<file path="config.mk">
export PLATFORM = sky130hd
export DESIGN_NAME = automaton_symbol_feeder
export DESIGN_NICKNAME = d
export VERILOG_FILES = /design/src/rtl/automaton_symbol_feeder.sv
export SDC_FILE = /design/constraint.sdc
export NUM_CORES = 1
export LEC_CHECK = 0
export ABC_AREA = 0
export BUFFER_PORTS_ARGS = -buffer_cell sky130_fd_sc_hd__buf_4
export CAP_MARGIN = 20
export CORE_UTILIZATION = 40
export CTS_CLUSTER_SIZE = 8
export DETAILED_ROUTE_END_ITERATION = 10
export HOLD_SLACK_MARGIN = 0.15
export PLACE_DENSITY = 0.62
export SETUP_SLACK_MARGIN = 0.1
export SLEW_MARGIN = 0
export SYNTH_ARGS = -nofsm -noshare
export SYNTH_HDL_FRONTEND = slang
export SYNTH_SLANG_ARGS = --single-unit
</file>
<file path="constraint.sdc">
create_clock -name clock -period 6 [get_ports clock]
set_input_delay 1.8 -clock clock [delete_from_list [all_inputs] [get_ports clock]]
set_output_delay 1.8 -clock clock [all_outputs]
set_load 0.01 [all_outputs]
</file>
<file path="src/rtl/automaton_symbol_feeder.sv">
// Byte-to-symbol packer and FIFO streamer feeding the STE automaton array.
// Pairs bytes into 16-bit symbols, pads odd streams, tags index and end.
module automaton_symbol_feeder #(
    parameter logic [7:0] PAD_BYTE   = 8'h00,
    parameter int         FIFO_DEPTH = 4,
    parameter int         CNT_W      = 32
) (
    input  logic             clock,
    input  logic             reset_n,
    input  logic [7:0]       in_byte,
    input  logic             in_valid,
    input  logic             in_last,
    output logic             in_ready,
    output logic [15:0]      character,
    output logic             sym_valid,
    output logic             sym_half,
    output logic             sym_last,
    output logic [CNT_W-1:0] sym_index,
    input  logic             sym_ready,
    output logic             done
);

    localparam int AW = (FIFO_DEPTH > 1) ? $clog2(FIFO_DEPTH) : 1;
    localparam int CW = AW + 1;

    typedef enum logic [1:0] {
        EMPTY = 2'd0,
        HALF  = 2'd1,
        DRAIN = 2'd2
    } state_t;

    state_t          state_q, state_d;
    logic [7:0]      hi_q;
    logic [15:0]     mem_data [FIFO_DEPTH];
    logic            mem_half [FIFO_DEPTH];
    logic            mem_last [FIFO_DEPTH];
    logic [AW-1:0]   wr_ptr_q, rd_ptr_q;
    logic [CW-1:0]   count_q;
    logic [CNT_W-1:0] idx_q;
    logic            done_q;

    logic            fifo_empty, fifo_full;
    logic            xfer, pop, head_last;
    logic            push, push_half, push_last, hi_load;
    logic [15:0]     push_data;

    assign fifo_empty = (count_q == '0);
    assign fifo_full  = (count_q == CW'(FIFO_DEPTH));
    assign in_ready   = (state_q != DRAIN) && !fifo_full && reset_n;
    assign sym_valid  = !fifo_empty;
    assign xfer       = in_valid && in_ready;
    assign pop        = sym_valid && sym_ready;
    assign head_last  = mem_last[rd_ptr_q];

    // Head fields are masked so an empty FIFO never exposes stale entries.
    assign character = fifo_empty ? 16'h0000 : mem_data[rd_ptr_q];
    assign sym_half  = !fifo_empty && mem_half[rd_ptr_q];
    assign sym_last  = !fifo_empty && head_last;
    assign sym_index = idx_q;
    assign done      = done_q;

    always_comb begin
        state_d   = state_q;
        push      = 1'b0;
        push_data = 16'h0000;
        push_half = 1'b0;
        push_last = 1'b0;
        hi_load   = 1'b0;
        unique case (state_q)
            EMPTY: begin
                if (xfer) begin
                    if (in_last) begin
                        push      = 1'b1;
                        push_data = {in_byte, PAD_BYTE};
                        push_half = 1'b1;
                        push_last = 1'b1;
                        state_d   = DRAIN;
                    end else begin
                        hi_load = 1'b1;
                        state_d = HALF;
                    end
                end
            end
            HALF: begin
                if (xfer) begin
                    push      = 1'b1;
                    push_data = {hi_q, in_byte};
                    push_last = in_last;
                    state_d   = in_last ? DRAIN : EMPTY;
                end
            end
            DRAIN: begin
                if (pop && head_last) state_d = EMPTY;
            end
            default: state_d = EMPTY;
        endcase
    end

    always_ff @(posedge clock) begin
        if (!reset_n) begin
            state_q  <= EMPTY;
            hi_q     <= 8'h00;
            wr_ptr_q <= '0;
            rd_ptr_q <= '0;
            count_q  <= '0;
            idx_q    <= '0;
            done_q   <= 1'b0;
        end else begin
            state_q <= state_d;
            done_q  <= pop && head_last;
            if (hi_load) hi_q <= in_byte;
            if (push) wr_ptr_q <= wr_ptr_q + AW'(1);
            if (pop) begin
                rd_ptr_q <= rd_ptr_q + AW'(1);
                idx_q    <= head_last ? '0 : idx_q + CNT_W'(1);
            end
            unique case ({push, pop})
                2'b10:   count_q <= count_q + CW'(1);
                2'b01:   count_q <= count_q - CW'(1);
                default: count_q <= count_q;
            endcase
        end
    end

    always_ff @(posedge clock) begin
        if (push) begin
            mem_data[wr_ptr_q] <= push_data;
            mem_half[wr_ptr_q] <= push_half;
            mem_last[wr_ptr_q] <= push_last;
        end
    end

endmodule

</file>
==> results, run 1 <==
- The length of the first detailed-routing pass in iterations is 5.
- The kind of capture point of the worst setup path is a primary output.
- The global-route wire length before repair is 18200 um.
- The final cell area excluding filler cells is 6610 um^2.
- The final worst-path cycle share is around 70%.
- From bottom edge to top edge, the die measures 118 um.
- The total power of the final layout is ~2.4 mW.
- The sink count of the clock tree is 124.
- In the synthesized netlist the dominant register cell turns out to be edfxtp_1.
- After clock tree synthesis, the setup repair step added 0 buffers.
- The met1 capacity usage during global routing is 21.6%.
- The die extent in x is 118 um.
- Summed over all cells, the static leakage comes to 2.28 nW.
- Once detail routing completed, the nets flagged for antenna violations numbered 0.
- The fraction of final layout cells with drive strength greater than 1 is 27.4%.
- The core region is 12800 um^2.
- After global routing, the most crowded layer is met2.
- The total global routing overflow is 0.
- From synthesis to final layout, the design area changed by 23.4%.
- The count of different cell masters after synthesis is 50.
- The tightest min-delay check is of the reg2reg type.
- The sequential share of power is approximately 41%.
- Net switching is 28.0% of the power.
- The number of nets in the synthesized netlist is 439.
- The cts-stage hold buffer count is 0.
- The synthesized area per cell is ~13 um^2.
- The total number of yosys warnings is 0.
- The startpoint identified for the worst hold timing path is hi_q[7]$_SDFFE_PN0P_.
- After synthesis, the cell types taking the most area are edfxtp_1, dfxtp_1, mux4_2, a21oi_1, nor2b_1.
- Global routing used 27.9% of the available met2 tracks.
- The final instance count without filler cells is 672.
- The clock skew is roughly 0.012 ns.
- The data arrival at the endpoint of the critical path is between 2 and 2.5 ns.
- Timing would allow up to 0.236 GHz.
- Detailed placement finished with a half-perimeter wire length of 7320 um.
- The final number of setup-violating endpoints is 0.
- The utilization after layout is 51.6%.
- For this block, the routed nets add up to 11100 um of wire.
- The final hold violation count came to 0.
- TritonCTS created 17 clock buffers.
- The largest fanout on the critical path is 12.
- The worst register-to-register path begins at count_q[0]$_SDFFE_PN0P_.
- TritonCTS built the clock tree.
- Setup repair after global routing left no endpoint under its margin.
- The number of H-tree levels is 4.
- The cell depth of the worst flop-to-flop path is 4.
- The total routing resource utilization after global routing is 16.8%.
- The final count of pins violating max slew is 0.
- The number of buffers and inverters on the critical path is 2.
- STA classifies the critical path startpoint as a flop.
- The met3 capacity usage during global routing is 4.65%.
- The worst-case IR drop observed on VDD is around 0.00020 V.
- The post-detailed-placement cell area is 6010 um^2.
- The largest total area in the synthesized netlist belongs to edfxtp_1.
- The commonest cells after synthesis are edfxtp_1, dfxtp_1, a21oi_1.
- The synthesized flop and latch total is between 100 and 150.
- The top cell family by delay on the critical path is flip-flops.
- The final routed wire length divided by cell count is 16.6 um.
- The cell with the most instances on the worst path is buf_4.
- The proportion of power drawn by combinational gates is 16.9%.
- Hold timing on the final database bottoms out at a slack of 0.479 ns.
- The tightest slew margin relative to the limit is 34.0%.
- In the routed layout, each cell is associated on average with a via count of 5.38.
- Summing the sequential cell areas from Yosys gives 59.8% of the chip area.
- The synthesized design contains 72 enable-type register cells.
- The post-route minimum period is 4.24 ns.
- For this design the total switching power over the nets is 0.672 mW.
- The placement row count is 41.
- The detailed router's first-iteration violation count is 272.
- The worst-case setup slack after placement is 1.64 ns.
- Synthesis produced 419 cells.
- After detailed routing, the number of remaining DRC violations is 0.
- The count of fill cells added during filler insertion is about 1100.
- At the pin with the least slew margin, the transition time is 0.990 ns.
- Walking the worst path, the cells encountered are buf_4, mux4_2, nor2b_1, buf_4.
- The antenna diode count is 0.
- The number of antenna violations at the first check in global routing came to 0.
- For the worst setup path, the data required time is approximately 4.2 ns.
- Once the clock tree was built, the resizer swapped 0 gates to a different size.
- Across the run, the number of max-cap violations was 0.
- For this block, the via count after detailed routing is 3616.
- The library cell contributing the largest single delay on the critical path is dfxtp_1.
- The number of global-route vias before repair was 3459.
- The I/O pin count is between 60 and 70.
- The cell sitting at the root of the clock tree is a clkbuf_16.
- The most frequent cell after synthesis is edfxtp_1.
- The total stage count of the critical path is 4.
- Along the worst hold path, the cell count comes to 2.
- For this run, the slowest stage of the critical path takes 0.87 ns.
- The fraction of registers with async set/reset is 0%.
- The area enclosed by the die boundary is 13900 um^2.
- The internal power component is 1.73 mW.
- The run finished with clean final reports.
- Routability-driven placement finished with a final weighted congestion of between 0.7 and 0.8.
- The clock network latency to the later pin of the worst-skew pair is roughly 0.4 ns.
- The final net count is 507.
- The placed cell count is 640.
- The total standard cell area after synthesis is 5360 um^2.
- Summed over all failing endpoints, the final setup total negative slack is 0 ns.
- The number of I/O port buffers is 65.
- The maximum number of pins on one net before global-route repair is 28.
- In this run the deepest clock path goes through 2 buffers.
- The power per unit of standard cell area is 363 nW/um^2.
- The top cell type by area accounts for 40.3% of the synthesized area.
- The final critical-path setup slack is ~1.8 ns.
- The effective utilization at floorplan is a little over two fifths.
- After clock tree synthesis, the clock-pin slew on the worst setup and hold paths is 0.07 ns.
- The clock share of power is between 40% and 50%.
- The type of the worst setup path is reg2out.
-- cell families after synthesis --
family          after synthesis  synth area share [%]
compound gates               72                  8.66
mux                          22                  8.31
buf+inv                      35                  2.96
fa+ha+maj                     7                  1.77
xor+xnor                     15                  2.45
flops                       124                  59.8
simple gates                144                  16.1
-- worst paths after layout --
| path | to | slack, ns |
|---|---|---|
| max | character[3] | 1.76 |
| min | hi_q[7]$_SDFFE_PN0P_ | 0.48 |
| max reg2reg | mem_data[1][12]$_DFFE_PP_ | 2.90 |
| min reg2reg | hi_q[7]$_SDFFE_PN0P_ | 0.48 |
-- layer usage --
metal  part of all wire [%]  up-vias
met4                   0.73        0
met3                    4.2        5
met2                     50       87
li1                       -     1731
met5                      0        -
met1                     45     1793
-- tightest hold or removal path, delay by kind of cell, from the launching register on --
kind	cells	cell delay, ns
flops	1	0.30
compound gates	2	0.13
-- final cells by class --
type | count | area (um^2) | area share [%]
Inverter | 15 | 56.3 | 0.851
Clock buffer | 17 | 425 | 6.43
Clock inverter | 15 | 173 | 2.61
Tap cell | 172 | 215 | 3.25
Sequential cell | 124 | 3200 | 48.4
Multi-Input combinational cell | 260 | 2000 | 30.3
Timing Repair Buffer | 69 | 538 | 8.14
-- sequential cells by signal, indices dropped and copies added (netlist names), named ones only --
register / cells
mem_half: 4
mem_data: 64
state_q: 2
sym_index: 32
wr_ptr_q: 2
rd_ptr_q: 2
done: 1
hi_q: 8
count_q: 3
mem_last: 4
-- cell usage in the layout (no fill, tap or decap), drive strengths merged, types with 2 or more instances in the layout --
master and count:
clkbuf 17, edfxtp 72, xnor2 8, buf 69, dfxtp 52, or3 8, ha 6, a21oi 31
nand2 17, or4 7, a31o 3, mux2i 4, nand3 19, xor2 7, nand4 13, mux4 18
nor3b 2, nor3 7, and3 2, o31ai 6, o21ai 16, clkinvlp 2, nor4 4, and2 13
a22o 8, inv 25, or4b 4, nor2b 18, o41ai 4, nor2 21, clkinv 2, and4 5
-- power groups by stage --
stage,clock network (mW),registers (mW),logic [mW]
after CTS,1.03,0.978,0.416
after global routing,1.07,0.983,0.447
final,1.02,0.976,0.406
after global placement,0,0.994,0.402
after detailed placement,0,0.996,0.415
after floorplan,0,0.960,0.274
(Power assumes the default switching activity.)
==> run 2: changes to the inputs <==
==> constraint.sdc (replaced) <==
create_clock -name clock -period 4.1 [get_ports clock]
set_input_delay 1.23 -clock clock [delete_from_list [all_inputs] [get_ports clock]]
set_output_delay 1.23 -clock clock [all_outputs]
set_load 0.01 [all_outputs]
==> run 2 against run 1 <==
Compared with the run above: cell count is 1.3% higher; power is 49% higher; non-clock buffer count is 9 higher; global-route usage is 0.76 points higher; via count is 0.86% higher; design area is 1.1% higher; sequential power is 43% higher; clock power is 53% higher; die area stayed put; sequential cell count stayed put; wire length is 3.8% higher.
==> results, run 2 (synthesis results as in run 1) <==
- The effective utilization at floorplan is 41.8% (unchanged).
- The global-route track usage on met2 was 28.8% (+0.96 points).
- The detailed router's first-iteration violation count is 282 (+3.7%).
- The proportion of power drawn by combinational gates was 17.3% (+0.4 points).
- The flow ran to the end, and the final reports show no timing, DRC or antenna violations.
- The number of H-tree levels is 4 (unchanged).
- The largest fanout on the critical path is 18 (+6).
- The leakage power is 2.31 nW (+1.5%).
- The type of the worst setup path is reg2out.
- The largest buffer count on any clock path is 2 (unchanged).
- The final number of setup-violating endpoints is 0 (unchanged).
- The clock share of power is 43.7% (+1.3 points).
- The total global routing overflow was 0 (unchanged).
- In this run the most used layer during global routing was met2.
- The number of cells on the worst hold path came to 2 (unchanged).
- The final worst-path cycle share is between 70% and 80%.
- The accumulated negative setup slack was 0 ns (unchanged).
- The final count of pins violating max slew is 0 (unchanged).
- The met3 capacity usage during global routing is 4.70% (+0.048 points).
- The maximum number of pins on one net before global-route repair is 33 (+18%).
- The number of setup buffers added after CTS is 0 (unchanged).
- The sequential share of power is 39.0% (-1.7 points).
- The type of element launching the critical path is a flop.
- The number of vias in the routed layout was 3647 (+0.86%).
- The I/O pin count was 66 (unchanged).
- The met1 capacity usage during global routing is 22.1% (+0.53 points).
- The count of fill cells added during filler insertion is 1143 (+2.9%).
- The net switching power of the design is 0.909 mW (+35%).
- The TritonCTS clock tree is built.
- The register-to-register setup slack is 1.05 ns (-1.85 ns).
- The data arrival at the endpoint of the critical path came to 2.01 ns (-0.43 ns).
- The post-route minimum period is around 3.2 ns.
- The clock skew was 0.00864 ns (-0.00326 ns).
- The most common cell after layout, fill and taps aside is buf_4.
- The global-route wire length before repair is 18900 um (+3.6%).
- The tree is rooted in a clkbuf_16.
- The cell depth of the worst flop-to-flop path is 11 (+7).
- The number of I/O port buffers is 65 (unchanged).
- The total routing resource utilization after global routing is 17.6% (+0.76 points).
- The post-detailed-placement cell area is 6060 um^2 (+0.79%).
- Leaving out fill and tap cells, the most frequent cells in the layout are buf_4, edfxtp_1, dfxtp_1.
- The length of the first detailed-routing pass in iterations is 4 (-1).
- The flip-flop count of the largest register, all copies and words added came to 64 (unchanged).
- The number of buffers created by CTS was 17 (unchanged).
- The number of antenna violations at the first check in global routing is 0 (unchanged).
- The placement row count is 41 (unchanged).
- The sink count of the clock tree was 124 (unchanged).
- The final cell area excluding filler cells is 6690 um^2 (+1.1%).
- Setup repair after global routing left no endpoint under its margin.
- The final net count is 516 (+1.8%).
- The signed area change from the synthesized netlist to the final layout is 24.8%.
- The register with the highest flop count is mem_data.
- The clock network latency to the later pin of the worst-skew pair is 0.41 ns (about the same).
- The final RePlAce weighted congestion was 0.784 (+4.2%).
- The internal power component was 2.67 mW (+55%).
- The sum of routed wire length over all layers is 11600 um (+3.8%).
- The area enclosed by the die boundary is 13900 um^2 (unchanged).
- The number of gates resized after CTS is 0 (unchanged).
- The post-detailed-route via-to-cell ratio is 5.36 (-0.48%).
- The number of global-route vias before repair was 3601 (+4.1%).
- The post-route DRC violation count is 0 (unchanged).
- The final hold slack was 0.478 ns (-0.000534 ns).
- The cts-stage hold buffer count is 0 (unchanged).
- The tightest slew margin relative to the limit is 48.3% (+14 points).
- The utilization after layout is 52.1% (+0.58 points).
- The worst supply voltage drop on vdd was 0.000270 V (+38%).
- The detailed placement HPWL came to 7530 um (+2.9%).
- The data required time at the worst endpoint is 2.87 ns (-1.33 ns).
- The min-delay analysis places its worst path in the category reg2reg.
- The switching part of the total power was 25.4% (-2.6 points).
- The post-route antenna net violation count is 0 (unchanged).
- The antenna diode count is 0 (unchanged).
- The die extent in x is 118 um (unchanged).
- The overall die height is 118 um (unchanged).
- The power per unit of standard cell area is 536 nW/um^2 (+48%).
- The clock transition at the registers of the reported paths is 0.05 ns (-0.02 ns).
- The maximum clock rate is a little over 0.3 GHz.
- The fraction of final layout cells with drive strength greater than 1 is 28.3% (+0.89 points).
- The number of max-cap violations is 0 (unchanged).
- The final routed wire length divided by cell count came to 17.0 um (+2.4%).
- The worst setup path is captured at a primary output.
- The final hold violation count is 0 (unchanged).
- The placeable core region is 12800 um^2 (unchanged).
- The slew of the pin with the lowest slew margin is 0.768 ns (-0.222 ns).
-- run 2: cell count changes in the layout (fill, tap and decap cells not counted), sizes merged --
cell and change:
clkinv +1, buf +9, clkbuf +1, clkinvlp +4
bufinv +3, inv -9
-- run 2: stage by stage --
| step | power (mW) | setup WS, ns | cells |
|---|---|---|---|
| final | 3.58 | 0.865 | 681 |
| after detailed placement | 2.06 | 0.720 | 649 |
| after global placement | 2.05 | 0.851 | 649 |
| after global routing | 3.73 | 0.705 | 681 |
| after floorplan | 1.81 | 0.988 | 419 |
| after CTS | 3.62 | 0.797 | 681 |
-- run 2: critical path, cell delays in order (launching register included) --
cell and delay, ns:
dfxtp_1 0.30, buf_4 0.36, mux4_2 0.61, nor2b_1 0.16, buf_4 0.17
-- run 2: per-layer routing --
metal	wire, um	vias to the layer above
met5	0	-
met4	187	0
met3	418	17
met2	5670	72
met1	5280	1805
li1	-	1753
-- run 2: final timing paths --
check                          endpoint                        from
min reg2reg  sym_index[31]$_SDFFE_PN0P_  sym_index[31]$_SDFFE_PN0P_
min          sym_index[31]$_SDFFE_PN0P_  sym_index[31]$_SDFFE_PN0P_
max reg2reg     count_q[2]$_SDFFE_PN0P_     count_q[2]$_SDFFE_PN0P_
max                            sym_last                        flop
-- run 2: layout make-up --
class	count	area, um^2	share of cell area [%]
flip-flops and latches	124	3200	47.9
well taps	172	215	3.22
inverters	15	56.3	0.842
clock buffers	18	429	6.42
repair buffers	78	586	8.76
clock inverters	14	195	2.92
multi-input cells	260	2000	29.9
-- run 2: power groups by stage --
stage / sequential (mW) / clock [mW] / combinational, mW
detailed placement: 1.42 / 0 / 0.637
CTS: 1.40 / 1.59 / 0.640
global placement: 1.42 / 0 / 0.625
finish: 1.40 / 1.56 / 0.621
global route: 1.40 / 1.65 / 0.680
floorplan: 1.41 / 0 / 0.401
